--- config.mk ---
export PLATFORM = sky130hd
export DESIGN_NAME = alu_pipe_flat
export DESIGN_NICKNAME = d
export VERILOG_FILES = /design/src/rtl/alu_pkg.sv /design/src/rtl/alu_pipe_if.sv /design/src/rtl/alu_core.sv /design/src/rtl/alu_pipe.sv /design/src/flat_wrapper.sv
export SDC_FILE = /design/constraint.sdc
export NUM_CORES = 1
export LEC_CHECK = 0
export CAP_MARGIN = 20
export CORE_AREA = 2 2 149 151
export DETAILED_ROUTE_END_ITERATION = 12
export DIE_AREA = 0 0 151 153
export MAX_ROUTING_LAYER = met4
export PLACE_DENSITY = 0.78
export SKIP_LAST_GASP = 1
export SLEW_MARGIN = 15
export SYNTH_ARGS = -nofsm -noshare
export SYNTH_HDL_FRONTEND = slang
export SYNTH_HIERARCHICAL = 1
export SYNTH_SLANG_ARGS = --single-unit
export TNS_END_PERCENT = 20
--- constraint.sdc ---
create_clock -name clk -period 4.4 [get_ports clk]
set_input_delay 0.88 -clock clk [delete_from_list [all_inputs] [get_ports clk]]
set_output_delay 0.88 -clock clk [all_outputs]
set_load 0.02 [all_outputs]
--- src/rtl/alu_pkg.sv ---
`default_nettype none
// ============================================================================
// Module      : alu_pkg
// Description : Opcode type and opcode constants shared by the ALU pipeline,
//               its combinational core, its bus interface and the bench.
// Revision    : 1.0 - initial release
// ============================================================================
package alu_pkg;

    typedef logic [2:0] alu_op_t;

    localparam alu_op_t OP_AND = 3'b000;
    localparam alu_op_t OP_OR  = 3'b001;
    localparam alu_op_t OP_ADD = 3'b010;
    localparam alu_op_t OP_XOR = 3'b011;
    localparam alu_op_t OP_NOR = 3'b100;
    localparam alu_op_t OP_SLL = 3'b101;
    localparam alu_op_t OP_SUB = 3'b110;
    localparam alu_op_t OP_SLT = 3'b111;

endpackage
`default_nettype wire

--- src/rtl/alu_pipe_if.sv ---
`default_nettype none
// ============================================================================
// Module      : alu_pipe_if
// Description : Request/response bus of the ALU pipeline.
//               Request  : i_ul_a, i_ul_b, i_u3_sel, i_b_valid / o_b_ready
//               Response : o_ul_r, flags (Z,N,C,V), o_b_valid / i_b_ready
//               master = requester/consumer, slave = the ALU pipeline.
// Revision    : 1.0 - initial release
// ============================================================================
interface alu_pipe_if
    import alu_pkg::*;
#(
    parameter int WIDTH = 32
);
    logic [WIDTH-1:0] i_ul_a;
    logic [WIDTH-1:0] i_ul_b;
    alu_op_t          i_u3_sel;
    logic             i_b_valid;
    logic             o_b_ready;
    logic [WIDTH-1:0] o_ul_r;
    logic             o_b_valid;
    logic             i_b_ready;
    logic             o_bi_zflag;
    logic             o_b_nflag;
    logic             o_b_cflag;
    logic             o_b_vflag;

    modport master (
        output i_ul_a, i_ul_b, i_u3_sel, i_b_valid, i_b_ready,
        input  o_b_ready, o_ul_r, o_b_valid,
               o_bi_zflag, o_b_nflag, o_b_cflag, o_b_vflag
    );

    modport slave (
        input  i_ul_a, i_ul_b, i_u3_sel, i_b_valid, i_b_ready,
        output o_b_ready, o_ul_r, o_b_valid,
               o_bi_zflag, o_b_nflag, o_b_cflag, o_b_vflag
    );

endinterface
`default_nettype wire

--- src/rtl/alu_core.sv ---
`default_nettype none
// ============================================================================
// Module      : alu_core
// Description : Purely combinational ALU datapath.
//   i_a, i_b  : operands (WIDTH)
//   i_op      : opcode (alu_op_t)
//   o_result  : result (WIDTH)
//   o_carry   : carry-out for ADD, no-borrow for SUB/SLT, else 0
//   o_ovf     : signed overflow for ADD/SUB, else 0
// Revision    : 1.0 - initial release
// ============================================================================
module alu_core
    import alu_pkg::*;
#(
    parameter int WIDTH      = 32,
    parameter bit SLT_SIGNED = 1'b1
) (
    input  logic [WIDTH-1:0] i_a,
    input  logic [WIDTH-1:0] i_b,
    input  alu_op_t          i_op,
    output logic [WIDTH-1:0] o_result,
    output logic             o_carry,
    output logic             o_ovf
);

    localparam int c_SHIFT_W = $clog2(WIDTH);
    localparam int c_MSB     = WIDTH - 1;

    logic [WIDTH:0] w_sum;
    logic [WIDTH:0] w_diff;
    logic           w_add_ovf;
    logic           w_sub_ovf;
    logic           w_lt;

    assign w_sum  = {1'b0, i_a} + {1'b0, i_b};
    // Subtraction as a + ~b + 1 so bit WIDTH is the no-borrow flag.
    assign w_diff = {1'b0, i_a} + {1'b0, ~i_b} + {{WIDTH{1'b0}}, 1'b1};

    assign w_add_ovf = (i_a[c_MSB] == i_b[c_MSB]) & (w_sum[c_MSB]  != i_a[c_MSB]);
    assign w_sub_ovf = (i_a[c_MSB] != i_b[c_MSB]) & (w_diff[c_MSB] != i_a[c_MSB]);

    // Signed less-than is the true sign of a-b (sign xor overflow);
    // unsigned less-than is a borrow out of a-b.
    assign w_lt = SLT_SIGNED ? (w_diff[c_MSB] ^ w_sub_ovf) : ~w_diff[WIDTH];

    always_comb begin
        o_result = '0;
        o_carry  = 1'b0;
        o_ovf    = 1'b0;
        case (i_op)
            OP_AND: o_result = i_a & i_b;
            OP_OR:  o_result = i_a | i_b;
            OP_XOR: o_result = i_a ^ i_b;
            OP_NOR: o_result = ~(i_a | i_b);
            OP_ADD: begin
                o_result = w_sum[c_MSB:0];
                o_carry  = w_sum[WIDTH];
                o_ovf    = w_add_ovf;
            end
            OP_SUB: begin
                o_result = w_diff[c_MSB:0];
                o_carry  = w_diff[WIDTH];
                o_ovf    = w_sub_ovf;
            end
            OP_SLL: o_result = i_a << i_b[c_SHIFT_W-1:0];
            OP_SLT: begin
                o_result = {{(WIDTH-1){1'b0}}, w_lt};
                o_carry  = w_diff[WIDTH];
            end
            default: o_result = '0;
        endcase
    end

endmodule
`default_nettype wire

--- src/rtl/alu_pipe.sv ---
`default_nettype none
// ============================================================================
// Module      : alu_pipe
// Description : Two-stage valid/ready ALU pipeline around alu_core.
//   clk   : clock, all state on rising edge
//   rst_n : asynchronous active-low reset
//   bus   : alu_pipe_if slave (operands/opcode in, result/flags out)
//   Stage 1 registers operands and opcode; stage 2 registers result and
//   Z/N/C/V flags. Accept-to-valid latency is two cycles, throughput one
//   operation per cycle while the consumer is ready.
// Revision    : 1.0 - initial release
// ============================================================================
module alu_pipe
    import alu_pkg::*;
#(
    parameter int WIDTH      = 32,
    parameter bit SLT_SIGNED = 1'b1
) (
    input  logic        clk,
    input  logic        rst_n,
    alu_pipe_if.slave   bus
);

    logic             r_s1_valid;
    logic [WIDTH-1:0] r_s1_a;
    logic [WIDTH-1:0] r_s1_b;
    alu_op_t          r_s1_op;

    logic             r_s2_valid;
    logic [WIDTH-1:0] r_s2_r;
    logic             r_s2_z;
    logic             r_s2_n;
    logic             r_s2_c;
    logic             r_s2_v;

    logic             w_s1_adv;
    logic             w_s1_load;
    logic [WIDTH-1:0] w_res;
    logic             w_carry;
    logic             w_ovf;

    // S1 may move into S2 whenever S2 is empty or being drained this cycle,
    // so output and S1->S2 move happen together without a bubble.
    assign w_s1_adv  = ~r_s2_valid | bus.i_b_ready;
    assign w_s1_load = ~r_s1_valid | w_s1_adv;

    // Reset is folded into ready only at the port so no request is
    // advertised as accepted while the block is held in reset.
    assign bus.o_b_ready = w_s1_load & rst_n;

    alu_core #(
        .WIDTH      (WIDTH),
        .SLT_SIGNED (SLT_SIGNED)
    ) u_core (
        .i_a      (r_s1_a),
        .i_b      (r_s1_b),
        .i_op     (r_s1_op),
        .o_result (w_res),
        .o_carry  (w_carry),
        .o_ovf    (w_ovf)
    );

    always_ff @(posedge clk or negedge rst_n) begin
        if (!rst_n) begin
            r_s1_valid <= 1'b0;
            r_s1_a     <= '0;
            r_s1_b     <= '0;
            r_s1_op    <= OP_AND;
        end else if (w_s1_load) begin
            r_s1_valid <= bus.i_b_valid;
            if (bus.i_b_valid) begin
                r_s1_a  <= bus.i_ul_a;
                r_s1_b  <= bus.i_ul_b;
                r_s1_op <= bus.i_u3_sel;
            end
        end
    end

    // Result and flags only change when a new operation lands in S2, so
    // they stay stable for as long as the consumer stalls.
    always_ff @(posedge clk or negedge rst_n) begin
        if (!rst_n) begin
            r_s2_valid <= 1'b0;
            r_s2_r     <= '0;
            r_s2_z     <= 1'b0;
            r_s2_n     <= 1'b0;
            r_s2_c     <= 1'b0;
            r_s2_v     <= 1'b0;
        end else if (w_s1_adv) begin
            r_s2_valid <= r_s1_valid;
            if (r_s1_valid) begin
                r_s2_r <= w_res;
                r_s2_z <= (w_res == '0);
                r_s2_n <= w_res[WIDTH-1];
                r_s2_c <= w_carry;
                r_s2_v <= w_ovf;
            end
        end
    end

    assign bus.o_b_valid  = r_s2_valid;
    assign bus.o_ul_r     = r_s2_r;
    assign bus.o_bi_zflag = r_s2_z;
    assign bus.o_b_nflag  = r_s2_n;
    assign bus.o_b_cflag  = r_s2_c;
    assign bus.o_b_vflag  = r_s2_v;

endmodule
`default_nettype wire

--- src/flat_wrapper.sv ---
// flat-port wrapper written by rule: the top's interface ports become plain ports
module alu_pipe_flat import alu_pkg::*;
#(
    parameter int WIDTH      = 32,
    parameter bit SLT_SIGNED = 1'b1
)
  (clk, rst_n, bus_i_ul_a, bus_i_ul_b, bus_i_u3_sel, bus_i_b_valid, bus_i_b_ready, bus_o_b_ready, bus_o_ul_r, bus_o_b_valid, bus_o_bi_zflag, bus_o_b_nflag, bus_o_b_cflag, bus_o_b_vflag);
  alu_pipe_if #(.WIDTH(WIDTH)) bus_i ();
  input  logic clk;
  input  logic rst_n;
  input wire logic [$bits(bus_i.i_ul_a)-1:0] bus_i_ul_a;
  input wire logic [$bits(bus_i.i_ul_b)-1:0] bus_i_ul_b;
  input wire logic [$bits(bus_i.i_u3_sel)-1:0] bus_i_u3_sel;
  input wire logic [$bits(bus_i.i_b_valid)-1:0] bus_i_b_valid;
  input wire logic [$bits(bus_i.i_b_ready)-1:0] bus_i_b_ready;
  output wire logic [$bits(bus_i.o_b_ready)-1:0] bus_o_b_ready;
  output wire logic [$bits(bus_i.o_ul_r)-1:0] bus_o_ul_r;
  output wire logic [$bits(bus_i.o_b_valid)-1:0] bus_o_b_valid;
  output wire logic [$bits(bus_i.o_bi_zflag)-1:0] bus_o_bi_zflag;
  output wire logic [$bits(bus_i.o_b_nflag)-1:0] bus_o_b_nflag;
  output wire logic [$bits(bus_i.o_b_cflag)-1:0] bus_o_b_cflag;
  output wire logic [$bits(bus_i.o_b_vflag)-1:0] bus_o_b_vflag;
  assign bus_i.i_ul_a = bus_i_ul_a;
  assign bus_i.i_ul_b = bus_i_ul_b;
  assign bus_i.i_u3_sel = bus_i_u3_sel;
  assign bus_i.i_b_valid = bus_i_b_valid;
  assign bus_i.i_b_ready = bus_i_b_ready;
  assign bus_o_b_ready = bus_i.o_b_ready;
  assign bus_o_ul_r = bus_i.o_ul_r;
  assign bus_o_b_valid = bus_i.o_b_valid;
  assign bus_o_bi_zflag = bus_i.o_bi_zflag;
  assign bus_o_b_nflag = bus_i.o_b_nflag;
  assign bus_o_b_cflag = bus_i.o_b_cflag;
  assign bus_o_b_vflag = bus_i.o_b_vflag;
  alu_pipe #(.WIDTH(WIDTH), .SLT_SIGNED(SLT_SIGNED)) u_core (.clk(clk), .rst_n(rst_n), .bus(bus_i));
endmodule
==> results.toml <==
[outcome]
run_status = "complete, no violations"

[grt]
grtUsageTotal_pct = 36.7
antenna_found_initial = 1
grt_pass1_vias = 11000
grt_pass1_wl_um = 63500
grt_max_degree = 68
overflow = 0

[logic_synthesis]
yosysTopAreaCell = "dfrtp_1"
synthAdderAreaFrac_pct = 12.4
synth_compound_area_share_pct = 24.2
synthMuxAreaShare_pct = 16.6
syn_area_per_cell_um2 = 8.40
synth_area_leaders = "dfrtp_1 23%, ha_1 12%, mux2_2 7.7%"
synth_fp_nets = 1549
synth_seq_area_share_pct = 22.7
synth.most_common_cell = "nor2_1"
synth_top_family_by_area = "compound AO/OA/AOI/OAI gates"
syn_area_mm2 = 0.0115
yosys_register_bits = 104
synth_xor_area_share_pct = 1.76
netlist_instances = 1366
synth_common_cells = "137 x nor2_1, 111 x a21oi_1, 109 x ha_1"
dominantRegCellSynth = "dfrtp_1"
synth_edf_count = 0
synthDistinctLibCells = 90
synthArstFlopShare_pct = 100
synthSimpleGateAreaFrac_pct = 14.6
yosysWarnings = 6
synth.top_cell.area_share_pct = 22.7

[critical_path]
path_class = "register to register"
end_kind = "register"
start_kind = "register"
r2r_slack_ps = 110
critical_path_peak_fanout = 11
r2r_cells = 15
critPathArrivalTime_ps = 4560
r2r_start = "u_core/r_s1_a[7]$_DFFE_PN0P_"
r2r-end = "u_core/bus.o_bi_zflag$_DFFE_PN0P_"
cp_data_required_time_ps = 4670

[routing]
drc_errors = 0
drt_iter0_drc = 1516
vias = 11700
avgRoutedWirePerCell_um = 23.6
drt-vias-per-instance = 6.57
dr.pass1.iters = 6
ant_nets = 0
wl_um = 42000

[sta]
maxSlewViolCount = 0
period_share_pct = 97.6
setup_viol_count_final = 0
timing.slew.headroom_pct = 26.8
fmax_ghz = 0.233
tightest_slew_ps = 1090
fin_skew_ps = 11.1
hold_viol_final = 0
rsz0062_at_grt = "yes"
fin_crit_ps = 4290

[final_layout]
syn_to_final_growth_pct = 18.4
multi_input_area_mm2 = 0.00809
seqCellArea_mm2 = 0.00261
layout-drive-gt1-share_pct = 18.1
fin_area_mm2 = 0.0136
final_nets = 1679
fillCellCount = 1913

[clock_tree]
ctsHtreeMaxLevel = 3
clk_pin_slew_ps = 80
numCtsBuffers = 9
cts.sinks = 104
cts_tree = "built"
cts_buffer_depth = 2
clkLatencyLatePin_ps = 370
root_buffer = "clkbuf_16"

[placed_design]
place_hpwl_um = 32100
place.gp.congestion = 1.07
placed_cell_area_mm2 = 0.0132
port_buffers = 108

[power]
total_power_mw = 6.56
leakage_nw = 6.02
sw_frac_of_total_pct = 48.0
p_int_mw = 3.41
power_frac_seq_pct = 21.1
vdd_ir_drop_max_v = 0.000246
clockPowerShare_pct = 12.7
p_sw_mw = 3.15
p_per_area_mw_per_mm2 = 483
power_frac_comb_pct = 66.2

[floorplan]
die_area_mm2 = 0.0231
die_h_um = 153
num_io_pins = 109
die_w_um = 151
rows = 54
core_mm2 = 0.0215
initial_utilization_pct = 53.4

[run]
cap_violations = 0

[worst_hold_path]
hold_path_class = "input port to asynchronous set/reset pin"
==> kinds of logic after synthesis <==
logic type / after synthesis
mux: 157
compound gates: 407
simple gates: 365
fa+ha+maj: 112
flops: 104
buf+inv: 198
xor+xnor: 23
==> flip-flops by register name, summed over array words and instances (netlist names), 3 cells and up <==
register and count:
u_core/r_s1_op 3, u_core/r_s1_a 32, u_core/r_s1_b 32, u_core/bus.o_ul_r 32
==> worst max path at each step <==
stage                     cells past startpoint                                end  slack (ps)                     startpoint
after floorplan                              22  u_core/bus.o_bi_zflag$_DFFE_PN0P_         0.9   u_core/r_s1_b[2]$_DFFE_PN0P_
after global placement                       20  u_core/bus.o_bi_zflag$_DFFE_PN0P_         130   u_core/r_s1_a[1]$_DFFE_PN0P_
after detailed placement                     20  u_core/bus.o_bi_zflag$_DFFE_PN0P_          20   u_core/r_s1_a[1]$_DFFE_PN0P_
after CTS                                    20  u_core/bus.o_bi_zflag$_DFFE_PN0P_          20   u_core/r_s1_a[1]$_DFFE_PN0P_
after global routing                         20  u_core/bus.o_bi_zflag$_DFFE_PN0P_        -120  u_core/r_s1_b[13]$_DFFE_PN0P_
final                                        15  u_core/bus.o_bi_zflag$_DFFE_PN0P_         110   u_core/r_s1_a[7]$_DFFE_PN0P_
==> repair_timing <==
action,CTS,global route
setup endpoints to repair,1,1
buffers inserted,0,2
resized for setup,2,17
pin swaps,0,10
hold buffers,0,0
==> stage by stage <==
| step | instances | hold WS, ps | setup TNS [ps] | setup WS [ps] | utilization (%) |
|---|---|---|---|---|---|
| 2_1_floorplan | 1366 | 493 | 0 | 0.908 | - |
| 3_3_place_gp | 1762 | 488 | 0 | 135 | 61.3 |
| 3_5_place_dp | 1762 | 492 | 0 | 24.7 | 61.3 |
| 4_1_cts | 1778 | 413 | 0 | 21.8 | 62.7 |
| 5_1_grt | 1782 | 426 | -125 | -125 | 63.2 |
| 6_report | 1782 | 406 | 0 | 107 | 63.2 |
==> power groups by stage <==
stage	clock network, mW	logic, mW	registers, mW
after floorplan	0	2.46	1.57
after global placement	0	4.09	1.39
after detailed placement	0	4.12	1.40
after CTS	0.844	4.15	1.38
after global routing	0.884	4.58	1.43
final	0.832	4.34	1.38
==> worst max-delay path: stages (launching register included) <==
cell	delay (ps)
dfrtp_1	350
buf_4	140
inv_1	40
ha_1	520
nand3_1	160
nor4_1	250
nor2_1	130
a21oi_1	260
o21ai_1	200
a2111oi_0	720
nor3b_1	180
mux2_1	250
o211ai_1	160
nor4_2	460
nand4_1	160
o31ai_1	210
==> metal layers <==
metal	GRT usage [%]	wire length, µm
met5	-	0
met3	6.57	4470
met1	50.6	17700
met4	12.2	1680
met2	54.3	18200
==> final cells by class <==
type / instances / share of cell area [%]
Multi-Input combinational cell: 1064 / 59.6
Sequential cell: 104 / 19.2
Timing Repair Buffer: 205 / 13.4
Inverter: 112 / 3.12
Tap cell: 280 / 2.58
Clock buffer: 10 / 1.76
Clock inverter: 6 / 0.368
Antenna cell: 1 / 0.0184
==> placed cells by master, fill, tap and decap left out, types with 39 or more instances in the layout <==
cell,count
mux2_2,78
dfrtp_1,102
o21ai_0,47
ha_1,104
clkdlybuf4s50_1,107
mux2i_1,39
inv_1,100
nand2_1,99
nor2_1,137
a21oi_1,110
buf_4,96
Note: power is estimated with default switching activity, not from simulation.
